## config.mk

```make
export PLATFORM = sky130hd
export DESIGN_NAME = frame_capture
export DESIGN_NICKNAME = d
export VERILOG_FILES = /design/src/rtl/frame_capture.sv
export SDC_FILE = /design/constraint.sdc
export NUM_CORES = 1
export LEC_CHECK = 0
export CORE_MARGIN = 2
export CORE_UTILIZATION = 40
export CTS_CLUSTER_SIZE = 25
export DETAILED_ROUTE_END_ITERATION = 8
export PLACE_DENSITY = 0.59
export SETUP_SLACK_MARGIN = 0.02
export SYNTH_ARGS = -nofsm -noshare
export SYNTH_HDL_FRONTEND = slang
export SYNTH_SLANG_ARGS = --single-unit
```

## constraint.sdc

```tcl
create_clock -name clk -period 6.7 [get_ports clk]
set_clock_uncertainty 0.2 [all_clocks]
set_input_delay 2.01 -clock clk [delete_from_list [all_inputs] [get_ports clk]]
set_output_delay 2.01 -clock clk [all_outputs]
set_load 0.02 [all_outputs]
```

## src/rtl/frame_capture.sv

```systemverilog
// Frame capture sink: stores one frame of complex samples, reports count,
// overflow and a real-part checksum, then replays the frame over valid/ready.
module frame_capture #(
    parameter int DATA_W     = 32,
    parameter int DEPTH_LOG2 = 4
) (
    input  logic                           clk,
    input  logic                           rst_n,
    input  logic [DATA_W-1:0]              in_real,
    input  logic [DATA_W-1:0]              in_img,
    input  logic                           in_valid,
    input  logic                           in_start,
    input  logic                           in_over,
    output logic                           busy,
    output logic [DEPTH_LOG2:0]            sample_cnt,
    output logic                           overflow,
    output logic [DATA_W+DEPTH_LOG2-1:0]   sum_real,
    output logic [DATA_W-1:0]              out_real,
    output logic [DATA_W-1:0]              out_img,
    output logic                           out_valid,
    input  logic                           out_ready,
    output logic                           out_last,
    output logic                           frame_done
);
    localparam int DEPTH = 1 << DEPTH_LOG2;
    localparam int SUM_W = DATA_W + DEPTH_LOG2;

    localparam logic [1:0] ST_IDLE    = 2'd0;
    localparam logic [1:0] ST_CAPTURE = 2'd1;
    localparam logic [1:0] ST_READOUT = 2'd2;

    logic [2*DATA_W-1:0]   mem [DEPTH];

    logic [1:0]            state_q, state_d;
    logic [DEPTH_LOG2-1:0] wr_ptr_q, wr_ptr_d;
    logic [DEPTH_LOG2-1:0] rd_ptr_q, rd_ptr_d;
    logic [DEPTH_LOG2:0]   cnt_q, cnt_d;
    logic [SUM_W-1:0]      sum_q, sum_d;
    logic                  ovf_q, ovf_d;
    logic                  out_valid_q, out_valid_d;
    logic                  out_last_q, out_last_d;
    logic                  frame_done_q, frame_done_d;
    logic [DATA_W-1:0]     out_real_q, out_real_d;
    logic [DATA_W-1:0]     out_img_q, out_img_d;

    logic                  mem_we;
    logic [DEPTH_LOG2-1:0] wr_addr;
    logic [2*DATA_W-1:0]   wr_data;
    logic [2*DATA_W-1:0]   rd_word;
    logic                  load_out;
    logic                  start_frame;
    logic                  capturing;

    always_comb begin
        state_d      = state_q;
        wr_ptr_d     = wr_ptr_q;
        rd_ptr_d     = rd_ptr_q;
        cnt_d        = cnt_q;
        sum_d        = sum_q;
        ovf_d        = ovf_q;
        out_valid_d  = out_valid_q;
        out_last_d   = out_last_q;
        frame_done_d = 1'b0;
        mem_we       = 1'b0;
        wr_addr      = wr_ptr_q;
        wr_data      = {in_real, in_img};
        load_out     = 1'b0;

        start_frame = in_start && (state_q != ST_READOUT);
        capturing   = start_frame || (state_q == ST_CAPTURE);

        if (start_frame) begin
            state_d  = ST_CAPTURE;
            wr_ptr_d = '0;
            cnt_d    = '0;
            sum_d    = '0;
            ovf_d    = 1'b0;
        end

        // Count never exceeds DEPTH, so its MSB alone flags a full buffer.
        if (capturing && in_valid) begin
            if (!cnt_d[DEPTH_LOG2]) begin
                mem_we   = 1'b1;
                wr_addr  = wr_ptr_d;
                wr_ptr_d = wr_ptr_d + 1'b1;
                cnt_d    = cnt_d + 1'b1;
                sum_d    = sum_d + SUM_W'(in_real);
            end else begin
                ovf_d = 1'b1;
            end
        end

        if (state_q == ST_CAPTURE && !in_start && in_over) begin
            if (cnt_d != '0) begin
                state_d     = ST_READOUT;
                rd_ptr_d    = '0;
                load_out    = 1'b1;
                out_valid_d = 1'b1;
                out_last_d  = (cnt_d == 1);
            end else begin
                state_d      = ST_IDLE;
                frame_done_d = 1'b1;
            end
        end

        if (state_q == ST_READOUT && out_valid_q && out_ready) begin
            if (out_last_q) begin
                state_d      = ST_IDLE;
                out_valid_d  = 1'b0;
                out_last_d   = 1'b0;
                frame_done_d = 1'b1;
            end else begin
                rd_ptr_d   = rd_ptr_q + 1'b1;
                load_out   = 1'b1;
                out_last_d = ({1'b0, rd_ptr_d} == cnt_q - 1'b1);
            end
        end
    end

    // A one-sample frame writes index 0 on the same cycle it is first read.
    always_comb begin
        rd_word    = (mem_we && wr_addr == rd_ptr_d) ? wr_data : mem[rd_ptr_d];
        out_real_d = load_out ? rd_word[2*DATA_W-1:DATA_W] : out_real_q;
        out_img_d  = load_out ? rd_word[DATA_W-1:0] : out_img_q;
    end

    always_ff @(posedge clk) begin
        if (mem_we) begin
            mem[wr_addr] <= wr_data;
        end
    end

    always_ff @(posedge clk or negedge rst_n) begin
        if (!rst_n) begin
            state_q      <= ST_IDLE;
            wr_ptr_q     <= '0;
            rd_ptr_q     <= '0;
            cnt_q        <= '0;
            sum_q        <= '0;
            ovf_q        <= 1'b0;
            out_valid_q  <= 1'b0;
            out_last_q   <= 1'b0;
            frame_done_q <= 1'b0;
            out_real_q   <= '0;
            out_img_q    <= '0;
        end else begin
            state_q      <= state_d;
            wr_ptr_q     <= wr_ptr_d;
            rd_ptr_q     <= rd_ptr_d;
            cnt_q        <= cnt_d;
            sum_q        <= sum_d;
            ovf_q        <= ovf_d;
            out_valid_q  <= out_valid_d;
            out_last_q   <= out_last_d;
            frame_done_q <= frame_done_d;
            out_real_q   <= out_real_d;
            out_img_q    <= out_img_d;
        end
    end

    assign busy       = (state_q != ST_IDLE);
    assign sample_cnt = cnt_q;
    assign overflow   = ovf_q;
    assign sum_real   = sum_q;
    assign out_real   = out_real_q;
    assign out_img    = out_img_q;
    assign out_valid  = out_valid_q;
    assign out_last   = out_last_q;
    assign frame_done = frame_done_q;
endmodule
```

==> results.md, run 1 <==
- Status: completed
- Core area: 114000 sq um
- GR Util All Layers: 21.9%
- Minimum clock period: 6040 ps
- Ports: between 150 and 200
- First-pass GRT wire length: between 150 and 200 mm
- Final Instance Area: around 55000 sq um
- DRC violation count after routing: 0
- Fmax: 0.165 GHz
- Leakage: 0.0191 uW
- Maxcap violations: 0
- Row count: approximately 120
- Drt wl/cell: 24.6 um
- Resize count post-CTS: 0
- CP max-delay cell: a2111oi_0
- Ys async rst share: 10.4%
- Most used cell along the critical path: nand2_1
- CP peak stage delay: 800 ps
- Die ar.: 118000 sq um
- Bufs on Longest Clock Path: 3
- Fin nets: 3778
- Slew @ Worst Pin: 1040 ps
- Maximum fanout along the worst path: 54
- CTS tree: yes
- FF+latch count, synth: 1143
- Mapped Nets: 3510
- Sequential area share after synthesis: 73.1%
- Worst skew pair latency: between 700 and 800 ps
- Area added between synthesis and finish: 18.4%
- Most numerous cell in the Yosys netlist: edfxtp_1
- Routability cong.: approximately 0.8
- Post-CTS Hold Buffers: 0
- Layout cells sized above 1: 11.2%
- R2R Setup Slk: 1810 ps
- Hold Vio Cnt, Final: 0
- Port Buf Inserts: 179
- Number of global-route vias before repair: 28800
- Gate Count Post-Synth: 3403
- RSZ-0062 raised after global routing: no
- CTS H-tree depth: 3
- Synth warn: 0
- Pwr Density: about 370 nW/um^2
- Routed vias: 29100
- VDD IR max: approximately 280 uV
- Worst path cell trace: clkdlybuf4s50_1 -> nand2b_1 -> nand2_2 -> nor2_1 -> ha_1 -> o21ai_0 -> a221o_2 -> o211ai_4 -> a21o_4 -> inv_16 -> buf_4 -> nand2_1 -> nand2_1 -> a2111oi_0 -> nand3_1 -> o221a_2
- Crit path kind: in -> reg
- Primary FF master, synth: edfxtp_1
- Mapped Area: 46100 sq um
- Count of pins over their slew limit: 0
- Post-route setup slack: approximately 660 ps
- Ratio of final minimum period to clock period: between 90% and 100%
- Setup tns final: 0 ps
- Die Width: 344 um
- Post-synth EDFFs: roughly 1000
- Largest cells by area after synthesis: edfxtp_1 67%, nand2_1 7.1%, dfrtp_1 6.5%
- Die Ht: 344 um
- CP bufs+invs: 3
- CTS root buf: clkbuf_16
- CP arrival: 6430 ps
- CTS sink count: 1143
- Antenna Nets Post-Route: 0
- Final setup viols: 0
- Via density: between 5 and 6
- Initial antenna violation count: 2
- Top-area cell type share of the netlist area: 66.7%
- Util after Layout: 47.8%
- Post-Syn Area per Cell: 13.6 sq um
- Post-CTS Setup Bufs: 0
- Hold crit path type: reg -> reg
- Largest area contributor in the netlist: edfxtp_1
- Synth unique cells: a little under 80
- Worst slew margin: between 30% and 40%
- Worst endpoint required time: between 7000 and 8000 ps
- Cell Area, Placed: 51000 sq um
- Pre-antenna DRT Iters: 5
- Crit. End Element: flip-flop
- CTS Buf Count: roughly 120
- Top cells by count, synth: 1024 x edfxtp_1, 877 x nand2_1, 338 x a21oi_1
- Dpl hpwl: 71.4 mm
- Largest net degree at the start of global routing: 86
- Critical path launch point type: input pin
- DRT Wirelength: about 130 mm
- GR Overflow Total: 0
- Fillers: 9919
- Worst-path clk slew: 60 ps
- Crit path max-delay family: compound AO/OA/AOI/OAI gates
- Initial Util: between 40% and 50%
- 1st-iter DRT viols: roughly 2600
- Setup Slack @ Placement: -59.8 ps
worst paths after layout:
path / startpoint / endpoint / cells after the start
min reg2reg: sum_real[13] / sum_real[13] / 2
min: sum_real[13] / sum_real[13] / 2
min in group asynchronous: rst_n / frame_done / 1
max in group asynchronous: rst_n / out_img[22] / 2
max: in_start / out_real[25] / 16
max reg2reg: state_q[1] / out_real[25] / 15
worst reg2reg max path: stages (launching register included):
cell and delay, ps:
dfrtp_1 640, nand2b_1 230, nand2_2 140, nor2_1 150, ha_1 310, o21ai_0 120, a221o_2 390, o211ai_4 190
a21o_4 440, inv_16 250, buf_4 310, nand2_1 90, nand2_1 50, a2111oi_0 800, nand3_1 270, o221a_2 200
report_power, final:
group / switching (uW) / leakage (uW) / internal (uW)
Combinational: 3240 / 0.00666 / 2250
Sequential: 431 / 0.0107 / 8280
Clock: 2680 / 0.00175 / 3480
Total: 6350 / 0.0191 / 14000
layout by cell type (no fill, tap or decap), types with 31 or more instances in the layout:
| cell type | Yosys | layout |
|---|---|---|
| nand3_1 | 51 | 51 |
| buf_12 | 0 | 48 |
| mux2i_1 | 145 | 145 |
| clkbuf_1 | 102 | 31 |
| ha_1 | 36 | 36 |
| buf_4 | 11 | 119 |
| edfxtp_1 | 1024 | 1024 |
| nand2_1 | 877 | 875 |
| nor2_1 | 66 | 55 |
| and3_1 | 34 | 34 |
| clkdlybuf4s50_1 | 0 | 178 |
| clkbuf_16 | 0 | 119 |
| o221a_2 | 41 | 41 |
| nor4_1 | 64 | 64 |
| o21ai_0 | 46 | 46 |
| dfrtp_1 | 119 | 119 |
| clkinv_1 | 0 | 33 |
| a2111oi_0 | 41 | 41 |
| o22ai_1 | 98 | 98 |
| a21oi_1 | 338 | 337 |
through the flow:
stage	power, uW	std cells	hold slack [ps]
2_1_floorplan	12000	3403	371
3_3_place_gp	14300	5065	331
4_1_cts	20500	5282	362
6_report	20400	5283	346
5_1_grt	21300	5282	376
3_5_place_dp	14400	5065	329
routing by layer:
metal  GRT usage [%]  vias to the layer above  routed length (um)
li1                -                    13200                   -
met1            30.5                    14700               56700
met2            36.0                      929               61900
met3            3.14                      188                8030
met4            6.07                        4                3110
met5               0                        -                  27
layout make-up:
class / count / area [sq um] / area share (%)
Clock buffer: 158 / 3200 / 5.87
Sequential cell: 1143 / 33700 / 61.7
Tap cell: 1512 / 1890 / 3.46
Inverter: 13 / 65.1 / 0.119
Timing Repair Buffer: 346 / 3650 / 6.68
Multi-Input combinational cell: 2051 / 11700 / 21.4
Clock inverter: 59 / 402 / 0.735
Antenna cell: 1 / 2.50 / 0.00458
flip-flops by register name, summed over array words and instances (netlist names):
signal      count
mem          1024
wr_ptr_q        4
rd_ptr_q        4
overflow        1
sample_cnt      5
sum_real       36
state_q         2
out_valid       1
out_last        1
out_img        32
frame_done      1
out_real       32
cell families (layout without fill, tap and decap cells):
| family | count (synthesis) | count (layout) | share of synthesized area, % |
|---|---|---|---|
| AO/OA/AOI/OAI | 673 | 673 | 9.27 |
| XOR/XNOR | 42 | 42 | 0.797 |
| adder cells (fa/ha/maj) | 37 | 37 | 1.02 |
| buffers and inverters | 209 | 576 | 2.09 |
| flip-flops | 1143 | 1143 | 73.1 |
| multiplexers | 151 | 151 | 3.32 |
| other | 0 | 1 | 0 |
| AND/OR/NAND/NOR | 1148 | 1148 | 10.4 |
Note: power is estimated with default switching activity, not from simulation.
==> run 2, diff against run 1 <==
--- a/config.mk
+++ b/config.mk
@@ -6,10 +6,10 @@
 export NUM_CORES = 1
 export LEC_CHECK = 0
 export CORE_MARGIN = 2
-export CORE_UTILIZATION = 40
+export CORE_UTILIZATION = 60
 export CTS_CLUSTER_SIZE = 25
 export DETAILED_ROUTE_END_ITERATION = 8
-export PLACE_DENSITY = 0.59
+export PLACE_DENSITY = 0.8
 export SETUP_SLACK_MARGIN = 0.02
 export SYNTH_ARGS = -nofsm -noshare
 export SYNTH_HDL_FRONTEND = slang
==> constraint.sdc (replaced) <==
create_clock -name clk -period 7.5 [get_ports clk]
set_clock_uncertainty 0.2 [all_clocks]
set_input_delay 2.25 -clock clk [delete_from_list [all_inputs] [get_ports clk]]
set_output_delay 2.25 -clock clk [all_outputs]
set_load 0.02 [all_outputs]
==> run 2 against run 1 <==
  * Non-clock buffer count fell by 88
  * Sequential power fell by 11%
  * Combinational power fell by 16%
  * Clock-buffer cell count fell by 12
  * Final cell count fell by 11%
  * Critical path depth did not move
  * Critical path type unchanged
  * Largest power group unchanged
==> results.md, run 2 (synthesized netlist as in run 1, its figures left out) <==
- Status: completed
- Core area: 76100 sq um
- Fin nets: 3681
- Layout cells sized above 1: 9.13%
- Util after Layout: 69.6%
- Row count: roughly 100
- Worst R2R Start: state_q[1]
- Routed vias: 29800
- Pwr Density: 335 nW/um^2
- Total power: 17700 uW
- Resize count post-CTS: 0
- Commonest non-fill, non-tap cell in the layout: edfxtp_1
- Final Instance Area: 53000 sq um
- Reg2Reg Depth: 11
- Number of global-route vias before repair: about 30000
- Worst-path clk slew: 60 ps
- Via density: 6.35
- Area added between synthesis and finish: 14.9%
- Worst setup path end: out_real[29]
- Leakage: 0.0185 uW
- R2R Setup Slk: 2520 ps
- Crit path kind: in -> reg
- Initial antenna violation count: 8
- CTS H-tree depth: 3
- Post-CTS Setup Bufs: 0
- Worst skew pair latency: 680 ps
- DRT Wirelength: about 120 mm
- CP arrival: between 6000 and 7000 ps
- Max reg flops: 1024
- Maxcap violations: 0
- Ratio of final minimum period to clock period: 88.1%
- # placed instances: 4495
- Fmax: ~0.15 GHz
- Antenna Nets Post-Route: 0
- DRC violation count after routing: 0
- RSZ-0062 raised after global routing: no
- Cell Area, Placed: 49500 sq um
- Worst slew margin: between 10% and 20%
- First-pass GRT wire length: 177 mm
- Fin cells: between 4000 and 5000
- CTS sink count: ~1100
- CTS tree: yes
- Final setup viols: 0
- Initial Util: between 60% and 70%
- Critical path launch point type: input pin
- Ports: 180
- Hold crit path type: reg -> reg
- Post-CTS Hold Buffers: 0
- Die Ht: 281 um
- Worst endpoint required time: 7830 ps
- Die Width: 281 um
- Count of pins over their slew limit: 0
- Maximum fanout along the worst path: 31
- GR Overflow Total: 0
- 1st-iter DRT viols: 4061
- Crit. End Element: flip-flop
- CTS root buf: clkbuf_16
- Largest Register: mem
- Port Buf Inserts: around 180
- VDD IR max: about 370 uV
- Dpl hpwl: approximately 64 mm
- Die ar.: roughly 79000 sq um
- GR Util All Layers: 30.2%
- CTS Buf Count: 107
- Hold Vio Cnt, Final: 0
- Worst flop-to-flop path endpoint: out_real[9]
- Slew @ Worst Pin: 1250 ps
- Routability cong.: 0.872
- Pre-antenna DRT Iters: 6
- Minimum clock period: 6610 ps
- Largest net degree at the start of global routing: 196
- Crit path from: in_start
- Most frequent cells in the layout: 1024 x edfxtp_1, 875 x nand2_1, 337 x a21oi_1
- Setup tns final: 0 ps
- Bufs on Longest Clock Path: 3
- Drt wl/cell: 25.4 um
==> run 2: cell count changes in the layout (fill, tap and decap cells not counted), sizes merged <==
cell / change
clkbuf: -12
buf: -88
diode: +1
bufinv: +4
clkinv: -3
clkinvlp: -2
==> run 2: where the power goes <==
group	internal (uW)	switching, uW	total (uW)	leakage, uW
combinational	1770	2850	4620	0.00615
clock	3030	2320	5350	0.00171
sequential	7400	366	7760	0.0107
total	12200	5530	17700	0.0185
==> run 2: layout make-up <==
type                       instances  area (sq um)
multi-input combinational       2051         11700
inverter                          13          65.1
antenna                            2          5.00
timing repair buffer             258          2720
tap                             1030          1290
clock buffer                     146          2940
fill                            4934         23100
sequential                      1143         33700
clock inverter                    58           559
==> run 2: worst min path at each step <==
stage | from | to | slack, ps | depth (start not counted)
floorplan | wr_ptr_q[0] | wr_ptr_q[0] | 370 | 2
global placement | overflow | overflow | 310 | 2
detailed placement | out_valid | out_valid | 320 | 1
CTS | overflow | overflow | 340 | 2
global route | sum_real[13] | sum_real[13] | 370 | 2
finish | sum_real[13] | sum_real[13] | 340 | 2
==> run 2: worst max-delay path, stage by stage <==
cell and delay (ps):
clkdlybuf4s50_1 740, nand2b_1 150, nand2_2 160, nor2_1 80, ha_1 340, or4_4 540, mux2i_4 210, o211a_2 260
o21ai_2 160, inv_2 190, or2_4 540, buf_12 280, a21oi_1 80, a2111oi_0 530, nand4_1 190, o221a_2 170
==> run 2: per-layer routing <==
layer	vias up	global-route usage, %	routed length, um
li1	13000	-	-
met1	14600	41.5	44200
met2	1883	48.6	57500
met3	299	5.33	13200
met4	6	11.6	4300
met5	-	0	37
==> run 2: metrics by stage <==
step	hold WS [ps]	setup slack [ps]
2_1_floorplan	371	808
6_report	339	895
5_1_grt	371	727
3_5_place_dp	316	409
4_1_cts	340	951
3_3_place_gp	313	546
